**src/rtl/fsb_trace_pkg.sv**
```systemverilog
// Shared definitions for the FSB trace packer: beat header layout and packer states.
package fsb_trace_pkg;

  localparam int unsigned slots_lp   = 6;
  localparam int unsigned cnt_lsb_lp = 480;
  localparam int unsigned seq_lsb_lp = 488;

  typedef struct packed {
    logic [23:0] seq;
    logic [7:0]  cnt;
  } trace_beat_hdr_s;

  typedef enum logic [1:0] {
    EMPTY = 2'd0,
    FILL  = 2'd1,
    HOLD  = 2'd2
  } packer_state_e;

  function automatic trace_beat_hdr_s make_hdr(input logic [23:0] seq, input logic [7:0] cnt);
    trace_beat_hdr_s h;
    h.seq = seq;
    h.cnt = cnt;
    return h;
  endfunction

endpackage

```
**src/rtl/bsg_one_fifo.sv**
```systemverilog
// Single-entry output buffer; a new entry may be enqueued in the same cycle the held one drains.
module bsg_one_fifo #(
  parameter int width_p = 1
) (
  input  logic               clk_i,
  input  logic               reset_i,
  output logic               ready_o,
  input  logic               v_i,
  input  logic [width_p-1:0] data_i,
  output logic               v_o,
  output logic [width_p-1:0] data_o,
  input  logic               yumi_i
);

  logic               full_q, full_d;
  logic [width_p-1:0] data_q, data_d;

  assign ready_o = ~full_q | yumi_i;
  assign v_o     = full_q;
  assign data_o  = data_q;

  // Next-state for occupancy and payload.
  always_comb begin
    full_d = full_q;
    data_d = data_q;
    if (v_i && ready_o) begin
      full_d = 1'b1;
      data_d = data_i;
    end else if (yumi_i) begin
      full_d = 1'b0;
    end else begin
      full_d = full_q;
    end
  end

  // Storage registers.
  always_ff @(posedge clk_i) begin
    if (reset_i) begin
      full_q <= 1'b0;
      data_q <= '0;
    end else begin
      full_q <= full_d;
      data_q <= data_d;
    end
  end

endmodule

```
**src/rtl/fsb_trace_packer.sv**
```systemverilog
// Packs 80-bit FSB trace words six per 512-bit AXI-Stream beat with a count/sequence header;
// packets close on a fixed beat count, an idle timeout, or an explicit flush.
module fsb_trace_packer
  import fsb_trace_pkg::*;
#(
  parameter int fsb_width_p     = 80,
  parameter int axis_width_p    = 512,
  parameter int beats_per_pkt_p = 8,
  parameter int flush_timeout_p = 256
) (
  input  logic                      clk_i,
  input  logic                      reset_i,
  input  logic                      en_i,
  input  logic                      flush_i,
  input  logic                      v_i,
  input  logic [fsb_width_p-1:0]    data_i,
  output logic                      ready_o,
  output logic                      txd_tvalid_o,
  output logic [axis_width_p-1:0]   txd_tdata_o,
  output logic [axis_width_p/8-1:0] txd_tkeep_o,
  output logic                      txd_tlast_o,
  input  logic                      txd_tready_i,
  output logic [31:0]               beats_sent_o
);

  localparam int num_slots_lp  = axis_width_p / fsb_width_p;
  localparam int pack_width_lp = num_slots_lp * fsb_width_p;
  localparam int slot_w_lp     = $clog2(num_slots_lp + 1);
  localparam int idle_w_lp     = $clog2(flush_timeout_p + 1);
  localparam int pkt_w_lp      = (beats_per_pkt_p > 1) ? $clog2(beats_per_pkt_p) : 1;

  packer_state_e state_q, state_d;
  logic [pack_width_lp-1:0] pack_q, pack_d, merged_s, beat_pack_s;
  logic [slot_w_lp-1:0]     slot_q, slot_d, fill_cnt_s, beat_cnt_s;
  logic [idle_w_lp-1:0]     idle_q, idle_d;
  logic [pkt_w_lp-1:0]      pkt_q, pkt_d, pkt_after_load_s;
  logic                     hold_last_q, hold_last_d;
  logic [23:0]              seq_q;
  logic [31:0]              sent_q;

  logic accept_s, handoff_s, timeout_s, full_s, close_s, close_last_s;
  logic load_s, beat_reason_s, beat_last_s, out_ready_s, out_v_s;
  logic [axis_width_p:0]   out_data_s, load_data_s;
  logic [axis_width_p-1:0] tdata_s;
  trace_beat_hdr_s         hdr_s;

  assign ready_o      = en_i & ~reset_i & (state_q != HOLD);
  assign accept_s     = v_i & ready_o;
  assign handoff_s    = out_v_s & txd_tready_i;
  assign timeout_s    = (state_q == FILL) && (idle_q == idle_w_lp'(flush_timeout_p));
  assign full_s       = accept_s && (slot_q == slot_w_lp'(num_slots_lp - 1));
  assign fill_cnt_s   = slot_q + slot_w_lp'(accept_s);
  assign close_last_s = timeout_s | flush_i;
  // A flush in EMPTY only closes a beat if it carries a word with it.
  assign close_s      = (state_q != HOLD) && ((state_q == FILL) || accept_s)
                        && (full_s || timeout_s || flush_i);

  assign beat_pack_s      = (state_q == HOLD) ? pack_q : merged_s;
  assign beat_cnt_s       = (state_q == HOLD) ? slot_q : fill_cnt_s;
  assign beat_reason_s    = (state_q == HOLD) ? (hold_last_q | flush_i) : close_last_s;
  assign beat_last_s      = (pkt_q == pkt_w_lp'(beats_per_pkt_p - 1)) | beat_reason_s;
  assign pkt_after_load_s = beat_last_s ? '0 : pkt_q + pkt_w_lp'(1);

  // Pack register with the incoming word dropped into the current slot.
  always_comb begin
    merged_s = pack_q;
    for (int k = 0; k < num_slots_lp; k++) begin
      if (accept_s && (slot_q == slot_w_lp'(k))) begin
        merged_s[k*fsb_width_p +: fsb_width_p] = data_i;
      end else begin
        merged_s[k*fsb_width_p +: fsb_width_p] = pack_q[k*fsb_width_p +: fsb_width_p];
      end
    end
  end

  // Packer FSM: fill, close, and hand the beat to the output register.
  always_comb begin
    state_d     = state_q;
    pack_d      = pack_q;
    slot_d      = slot_q;
    idle_d      = idle_q;
    pkt_d       = pkt_q;
    hold_last_d = hold_last_q;
    load_s      = 1'b0;
    case (state_q)
      EMPTY, FILL: begin
        if (close_s) begin
          idle_d = '0;
          if (out_ready_s) begin
            load_s      = 1'b1;
            state_d     = EMPTY;
            pack_d      = '0;
            slot_d      = '0;
            hold_last_d = 1'b0;
            pkt_d       = pkt_after_load_s;
          end else begin
            state_d     = HOLD;
            pack_d      = merged_s;
            slot_d      = fill_cnt_s;
            hold_last_d = close_last_s;
          end
        end else if (accept_s) begin
          state_d = FILL;
          pack_d  = merged_s;
          slot_d  = fill_cnt_s;
          idle_d  = '0;
        end else if (state_q == FILL) begin
          idle_d = (idle_q == idle_w_lp'(flush_timeout_p)) ? idle_q : idle_q + idle_w_lp'(1);
        end else begin
          // Idle flush in EMPTY: nothing to emit, but the next beat opens a new packet.
          idle_d = '0;
          pkt_d  = flush_i ? '0 : pkt_q;
        end
      end
      HOLD: begin
        hold_last_d = hold_last_q | flush_i;
        if (out_ready_s) begin
          load_s      = 1'b1;
          state_d     = EMPTY;
          pack_d      = '0;
          slot_d      = '0;
          hold_last_d = 1'b0;
          pkt_d       = pkt_after_load_s;
        end else begin
          state_d = HOLD;
        end
      end
      default: state_d = EMPTY;
    endcase
  end

  // A beat loaded while the previous one drains takes the following sequence number.
  assign hdr_s = make_hdr(seq_q + 24'(handoff_s), 8'(beat_cnt_s));

  // Beat assembly: slots in the low bits, header on top.
  always_comb begin
    tdata_s                          = '0;
    tdata_s[pack_width_lp-1:0]       = beat_pack_s;
    tdata_s[cnt_lsb_lp +: 32]        = hdr_s;
  end

  assign load_data_s = {beat_last_s, tdata_s};

  bsg_one_fifo #(.width_p(axis_width_p + 1)) out_fifo (
    .clk_i   (clk_i),
    .reset_i (reset_i),
    .ready_o (out_ready_s),
    .v_i     (load_s),
    .data_i  (load_data_s),
    .v_o     (out_v_s),
    .data_o  (out_data_s),
    .yumi_i  (handoff_s)
  );

  assign txd_tvalid_o = out_v_s;
  assign txd_tdata_o  = out_data_s[axis_width_p-1:0];
  assign txd_tlast_o  = out_data_s[axis_width_p];
  assign txd_tkeep_o  = '1;
  assign beats_sent_o = sent_q;

  // State, pack storage and counters.
  always_ff @(posedge clk_i) begin
    if (reset_i) begin
      state_q     <= EMPTY;
      pack_q      <= '0;
      slot_q      <= '0;
      idle_q      <= '0;
      pkt_q       <= '0;
      hold_last_q <= 1'b0;
      seq_q       <= 24'd0;
      sent_q      <= 32'd0;
    end else begin
      state_q     <= state_d;
      pack_q      <= pack_d;
      slot_q      <= slot_d;
      idle_q      <= idle_d;
      pkt_q       <= pkt_d;
      hold_last_q <= hold_last_d;
      seq_q       <= seq_q + 24'(handoff_s);
      sent_q      <= sent_q + 32'(handoff_s);
    end
  end

endmodule
```
**config.mk**
```make
export PLATFORM = sky130hd
export DESIGN_NAME = fsb_trace_packer
export DESIGN_NICKNAME = d
export VERILOG_FILES = /design/src/rtl/fsb_trace_pkg.sv /design/src/rtl/bsg_one_fifo.sv /design/src/rtl/fsb_trace_packer.sv
export SDC_FILE = /design/constraint.sdc
export NUM_CORES = 2
export LEC_CHECK = 0
export CAP_MARGIN = 5
export CELL_PAD_IN_SITES_DETAIL_PLACEMENT = 0
export CELL_PAD_IN_SITES_GLOBAL_PLACEMENT = 1
export CORE_ASPECT_RATIO = 0.75
export CORE_MARGIN = 4
export CORE_UTILIZATION = 38
export CTS_CLUSTER_SIZE = 20
export DETAILED_ROUTE_END_ITERATION = 10
export DONT_BUFFER_PORTS = 1
export PLACE_DENSITY_LB_ADDON = 0.1
export SYNTH_ARGS = -nofsm -noshare
export SYNTH_HDL_FRONTEND = slang
export SYNTH_HIERARCHICAL = 1
export SYNTH_SLANG_ARGS = --single-unit
export TNS_END_PERCENT = 50
```
**constraint.sdc**
```tcl
create_clock -name clk_i -period 3.9 [get_ports clk_i]
set_input_delay 0 -clock clk_i [delete_from_list [all_inputs] [get_ports clk_i]]
set_output_delay 0 -clock clk_i [all_outputs]
set_load 0.05 [all_outputs]
```
# Word level (Yosys, flattened, before mapping)
# Cells that the tools add are included.
[classes]
addsub = 5
multipliers = 0
div = 0
n_lt_le_gt_ge = 0
n_eq_ne = 17
shifts = 0
mux = 43
n_bitwise = 10
reduce_logical = 22
[op_table]
columns = ["op", "count"]
rows = [
  ["480-bit 2-to-1 mux", 5],
  ["480-bit one-hot mux with 2 select lines", 1],
  ["80-bit 2-to-1 mux", 6],
  ["9-bit 2-to-1 mux", 4],
  ["3-bit 2-to-1 mux", 11],
  ["32-bit by 1-bit adder with 32-bit output", 1],
  ["24-bit by 1-bit adder with 24-bit output", 1],
  ["3-bit != test (second input constant)", 4],
  ["3-bit one-hot mux with 2 select lines", 2],
  ["1-bit logical AND", 10],
  ["9-bit by 1-bit adder with 9-bit output (second input constant)", 1],
  ["3-bit equality test (second input constant)", 3],
  ["9-bit equality test (second input constant)", 1],
  ["1-bit 2-to-1 mux", 8],
  ["3-bit by 2-bit equality test with 1-bit output (second input constant)", 2],
  ["2-bit 2-to-1 mux", 3],
  ["1-bit AND", 4],
  ["2-bit != test (second input constant)", 2],
  ["4-bit != test (second input constant)", 1],
  ["1-bit OR", 4],
  ["1-bit one-hot mux with 2 select lines", 2],
  ["2-bit one-hot mux with 2 select lines", 1],
  ["2-bit AND reduction", 2],
  ["4-bit AND reduction", 1],
  ["other kinds (13)", 17],
]
[totals]
reg_bits = 1063
latch_bits = 0
ramBits = 0
romBits = 0
input_bits = 86
output_inout_bits = 611
n_memories = 0

# Longest topological paths before layout
[logic_depth]
word_depth = 12
ltp_mapped = 14

# By module
# Netlist, hierarchy kept.
[by_module_without_submodules]
columns = ["mod", "n_inst", "cells_each", "area_each_um2"]
rows = [
  ["fsb_trace_packer", 1, 4294, 33952.6],
  ["bsg_one_fifo", 1, 2341, 22142.5],
]

# Least setup slack after synthesis
# OpenSTA, ideal clock, no wires.
[synth_timing]
kind = "reg-to-reg"
startpoint = "register out_fifo.full_q (netlist: out_fifo/v_o)"
endpoint = "register pack_q[334]"
setup_time_ps = 132
arrival_time_ps = 2891
slack_ps = 877
path_stages_with_launch = 15
path_buffers = 8
period_less_slack_ps = 3023
cell_sequence = "dfxtp_1 and2_1 nand2b_4 buf_6 buf_6 buf_2 clkbuf_1 inv_1 a41o_1 buf_4 buf_4 buf_4 buf_2 o2111ai_1 a31oi_1"
[synth_between]
elab_chain_cells = 5
elab_cells_between_ends = 8
cone_classes = "eq/ne (1); mux (3); bitwise (3); reduce/logical (1)"
[synth_lines]
columns = ["item", "line_no", "rtl"]
rows = [
  ["start: declaration", "bsg_one_fifo.sv:15", "logic full_q, full_d;"],
  ["start signal: assignment", "bsg_one_fifo.sv:42", "full_q <= full_d;"],
  ["1-bit AND *", "fsb_trace_packer.sv:49", "assign handoff_s = out_v_s & txd_tready_i;"],
  ["net handoff_s", "fsb_trace_packer.sv:41", "logic accept_s, handoff_s, timeout_s, full_s, close_s, close_last_s;"],
  ["1-bit OR *", "bsg_one_fifo.sv:18", "assign ready_o = ~full_q | yumi_i;"],
  ["net out_ready_s", "fsb_trace_packer.sv:42", "logic load_s, beat_reason_s, beat_last_s, out_ready_s, out_v_s;"],
  ["480-bit 2-to-1 mux", "fsb_trace_packer.sv:89", "if (out_ready_s) begin"],
  ["480-bit 2-to-1 mux", "fsb_trace_packer.sv:87", "if (close_s) begin"],
  ["480-bit one-hot mux with 2 select lines", "fsb_trace_packer.sv:85", "case (state_q)"],
  ["end signal: assignment", "fsb_trace_packer.sv:174", "pack_q <= pack_d;"],
  ["end: declaration", "fsb_trace_packer.sv:33", "logic [pack_width_lp-1:0] pack_q, pack_d, merged_s, beat_pack_s;"],
]
# Mark *: on every way through the listed nets, which the timed path passes. The rest lies on a longest branch.
# A chain may end at the register's enable or synchronous reset.

# Worst setup path in the final report
[layout_timing]
startpoint = "register sent_q[10] (netlist: beats_sent_o[10])"
endpoint = "register sent_q[31] (netlist: beats_sent_o[31])"
[layout_between]
elab_chain_cells = 1
[layout_lines]
columns = ["item", "line_no", "rtl"]
rows = [
  ["start: declaration", "fsb_trace_packer.sv:39", "logic [31:0] sent_q;"],
  ["start signal: assignment", "fsb_trace_packer.sv:180", "sent_q <= sent_q + 32'(handoff_s);"],
  ["32-bit by 1-bit adder with 32-bit output", "fsb_trace_packer.sv:180", ""],
]
# No other way between the ends.

==> flow_metrics.py <==
metrics = {
    "yosys": {
        "ys_top_cells_by_count": "sky130_fd_sc_hd__dfxtp_1 (1068), sky130_fd_sc_hd__nand2_1 (994), sky130_fd_sc_hd__a21oi_1 (610)",
        "ys_top_cells_by_area": "sky130_fd_sc_hd__dfxtp_1 (38%), sky130_fd_sc_hd__a21bo_1 (7.2%), sky130_fd_sc_hd__nand2_1 (6.7%)",
        "yosys.area_share.adder_pct": 0.241,
        "synth-compound-area-share_pct": 31.5,
        "synth_enable_flop_cells": 0,
        "yosysUniqueCellTypes": 62,
        "combinational_family_with_the_most_area_after_synthesis": "compound AO/OA/AOI/OAI gates",
        "synth-xor-area-share_pct": 0.765,
        "synth-main-ff-cell": "sky130_fd_sc_hd__dfxtp_1",
        "synth_seq_cells": 1068,
        "synth_mux_area_share_pct": 6.46,
        "yosysMostFrequentCell": "sky130_fd_sc_hd__dfxtp_1",
        "synthSimpleGateAreaFrac_pct": 14.5,
        "synth_sequential_area_ratio_pct": 38.1,
        "netlist_area_um2": 56100,
        "syn-instance-count": 6635,
        "async_reset_ff_share_pct": 0,
        "yosys.area.top_type_share_pct": 38.1,
        "post_synthesis_area_per_instance_um2": 8.45,
        "largest_area_contributor_in_the_netlist": "sky130_fd_sc_hd__dfxtp_1",
        "yosysWarnings": 6,
    },
    "drt": {
        "drtAntennaViolNets": 0,
        "drcViolationCount": 0,
        "route.final.wire_length_um": 228000,
        "routedWlPerCell_um": 24.6,
        "route.detailed.vias_per_inst": 5.88,
        "drt-pass1-iter-count": 6,
        "vias": 54700,
        "detail_route.iter0.violations": 5116,
    },
    "critical_path": {
        "cp_data_arrival_time_ns": 4.43,
        "critical_path_class": "reg -> reg",
        "worstPathRequired_ns": 4.61,
        "endpoint_kind_of_the_worst_setup_timing_path": "flip-flop",
        "ff2ff_setup_slack_ns": 0.18,
        "reg2reg_to": "beats_sent_o[31]",
        "crit_path_max_fanout": 10,
        "worst-r2r-cell-count": 7,
        "start_kind": "flip-flop",
        "r2r_start": "beats_sent_o[10]",
    },
    "sta": {
        "slew_headroom_pct": 21.4,
        "setup_repair_after_global_routing_missed_its_margin": "false",
        "finalCriticalPeriod_ns": 3.72,
        "worst_pin_slew_ns": 1.18,
        "fin_ws_ns": 0.177,
        "maxSlewViolCount": 0,
        "hold-worst-slack_ns": 0.0465,
        "max_freq_ghz": 0.269,
        "report.final.setup_viol": 0,
        "clock_skew_ns": 0.0168,
        "final_min_period_over_clock_period_pct": 95.5,
        "report.final.hold_viol_count": 0,
        "total_negative_slack_ns": 0,
    },
    "power_and_ir_drop": {
        "totalPowerFinal_mw": 24.8,
        "power.leakage_nw": 27.8,
        "max-vdd-ir-drop_uv": 323,
        "power_density_nw_per_um2": 342,
    },
    "placed_design": {
        "finalWeightedCongestion": 0.786,
        "port-buffer-count": 0,
        "dp_slack_ns": 0.766,
        "detailed_place_hpwl_um": 119000,
    },
    "clock_network": {
        "h-tree-depth": 3,
        "tritoncts": "done",
        "clk-insertion-delay-late_ns": 0.76,
        "tritoncts_num_sinks": 1068,
        "clock_transition_at_the_registers_of_the_reported_paths_ns": 0.06,
        "clock-root-buffer": "sky130_fd_sc_hd__clkbuf_16",
        "ctsLongestPathBuffers": 3,
        "cts_buffers": 118,
    },
    "floorplanning": {
        "die_height_um": 341,
        "area_of_the_die_um2": 154000,
        "placeable_core_region_um2": 146000,
        "initial_core_util_pct": 38.4,
        "num_rows": 121,
        "dieWidth_um": 452,
        "top_level_i_o_count": 697,
    },
    "hold_path": {
        "holdPathStages": 3,
        "hold_path.startpoint": "reset_i",
        "min_to": "pkt_q[1]",
        "min_path_type": "in -> reg",
    },
    "layout": {
        "drive_above_1_share_pct": 10.8,
        "fillCellCount": 14000,
        "fin_nets": 7300,
        "area.growth.synth_to_final_pct": 29.2,
        "multiInputGateArea_um2": 30400,
        "regArea_um2": 21400,
    },
    "global_route": {
        "via_count_of_the_first_global_routing_pass": 51900,
        "grt_first_pass_wirelength_um": 338000,
        "grt_overflow_total": 0,
        "grt_antenna_before_repair": 44,
        "grt_usage_pct": 27.5,
        "grt_max_degree": 1067,
    },
    "run_status": {
        "status": "complete, no violations",
    },
    "flow_run": {
        "drv.max_cap_violation_count": 0,
    },
}
==> report_power, final <==
group	internal (mW)	switching, mW
clock network	7.24	5.11
logic	0.223	1.23
registers	10.9	0.0372
==> worst max-delay path: stages (launching register included) <==
cell and delay, ns:
sky130_fd_sc_hd__dfxtp_1 0.80, sky130_fd_sc_hd__and4_4 0.39, sky130_fd_sc_hd__nand4_4 0.15, sky130_fd_sc_hd__or4_1 0.69, sky130_fd_sc_hd__or3_1 0.40, sky130_fd_sc_hd__a21oi_1 0.13, sky130_fd_sc_hd__dlygate4sd3_1 0.55, sky130_fd_sc_hd__dlygate4sd3_1 0.54
==> cell usage in the layout, fill, tap and decap left out, drive strengths merged, types with 20 or more instances in the layout <==
cell type,count
dlygate4sd3,1224
dfxtp,1068
nand2,994
a21oi,610
nand3,535
a21bo,513
o211ai,480
a31oi,402
mux2,321
o2111ai,320
clkbuf,179
buf,109
o21ai,91
nor3b,82
conb,69
nor2,46
nor2b,32
clkinv,30
xnor2,27
diode,25
xor2,22
nand4,20
==> logic make-up after synthesis <==
logic type	after synthesis
other	2
xor gates and xnor gates	49
and+or+nand+nor	1781
adders and majority gates	11
DFF	1068
muxes	322
AOI/OAI and AO/OA	2428
buffers and inverters	974
==> worst max-delay path by stage <==
stage,from,end,cells past startpoint
detailed placement,state_q[1],out_fifo/data_o[125],9
global route,idle_q[0],pack_q[460],10
finish,beats_sent_o[10],beats_sent_o[31],7
CTS,idle_q[0],pack_q[401],10
floorplan,out_fifo/v_o,pack_q[334],14
global placement,state_q[1],out_fifo/data_o[307],9
==> layer usage <==
layer	track usage (%)	part of all wire, %
met4	6.91	2.5
met2	42.5	45
met5	0	0.045
met3	6.03	6.6
met1	38.8	46
==> state kept, by name (all words and copies together) (netlist names) <==
signal,flops
slot_q,3
idle_q,9
hold_last_q,1
seq_q,24
out_fifo/v_o,1
state_q,2
beats_sent_o,32
out_fifo/data_o,513
pack_q,480
pkt_q,3
==> cell type report <==
class / instances / share of cell area, %
multi-input combinational: 4663 / 41.9
sequential: 1068 / 29.5
timing repair buffer: 1337 / 19.2
clock buffer: 175 / 5.04
tap: 1968 / 3.40
clock inverter: 46 / 0.770
inverter: 16 / 0.0932
antenna: 25 / 0.0863
==> metrics by stage <==
stage          std cells  util (%)  cell area [um2]
6_report            9298      49.7            72500
3_5_place_dp        7808      38.1            55600
5_1_grt             9285      49.7            72500
3_3_place_gp        7808      38.1            55600
4_1_cts             9252      49.4            72000
2_1_floorplan       6702         -            56300
==> repair_timing <==
item	4_1_cts	5_1_grt
setup buffers	0	8
endpoints found under the hold margin	1068	150
endpoints found under the setup margin	0	299
gates resized for setup	0	18
hold buffers	1223	2
Note: power is estimated with default switching activity, not from simulation.
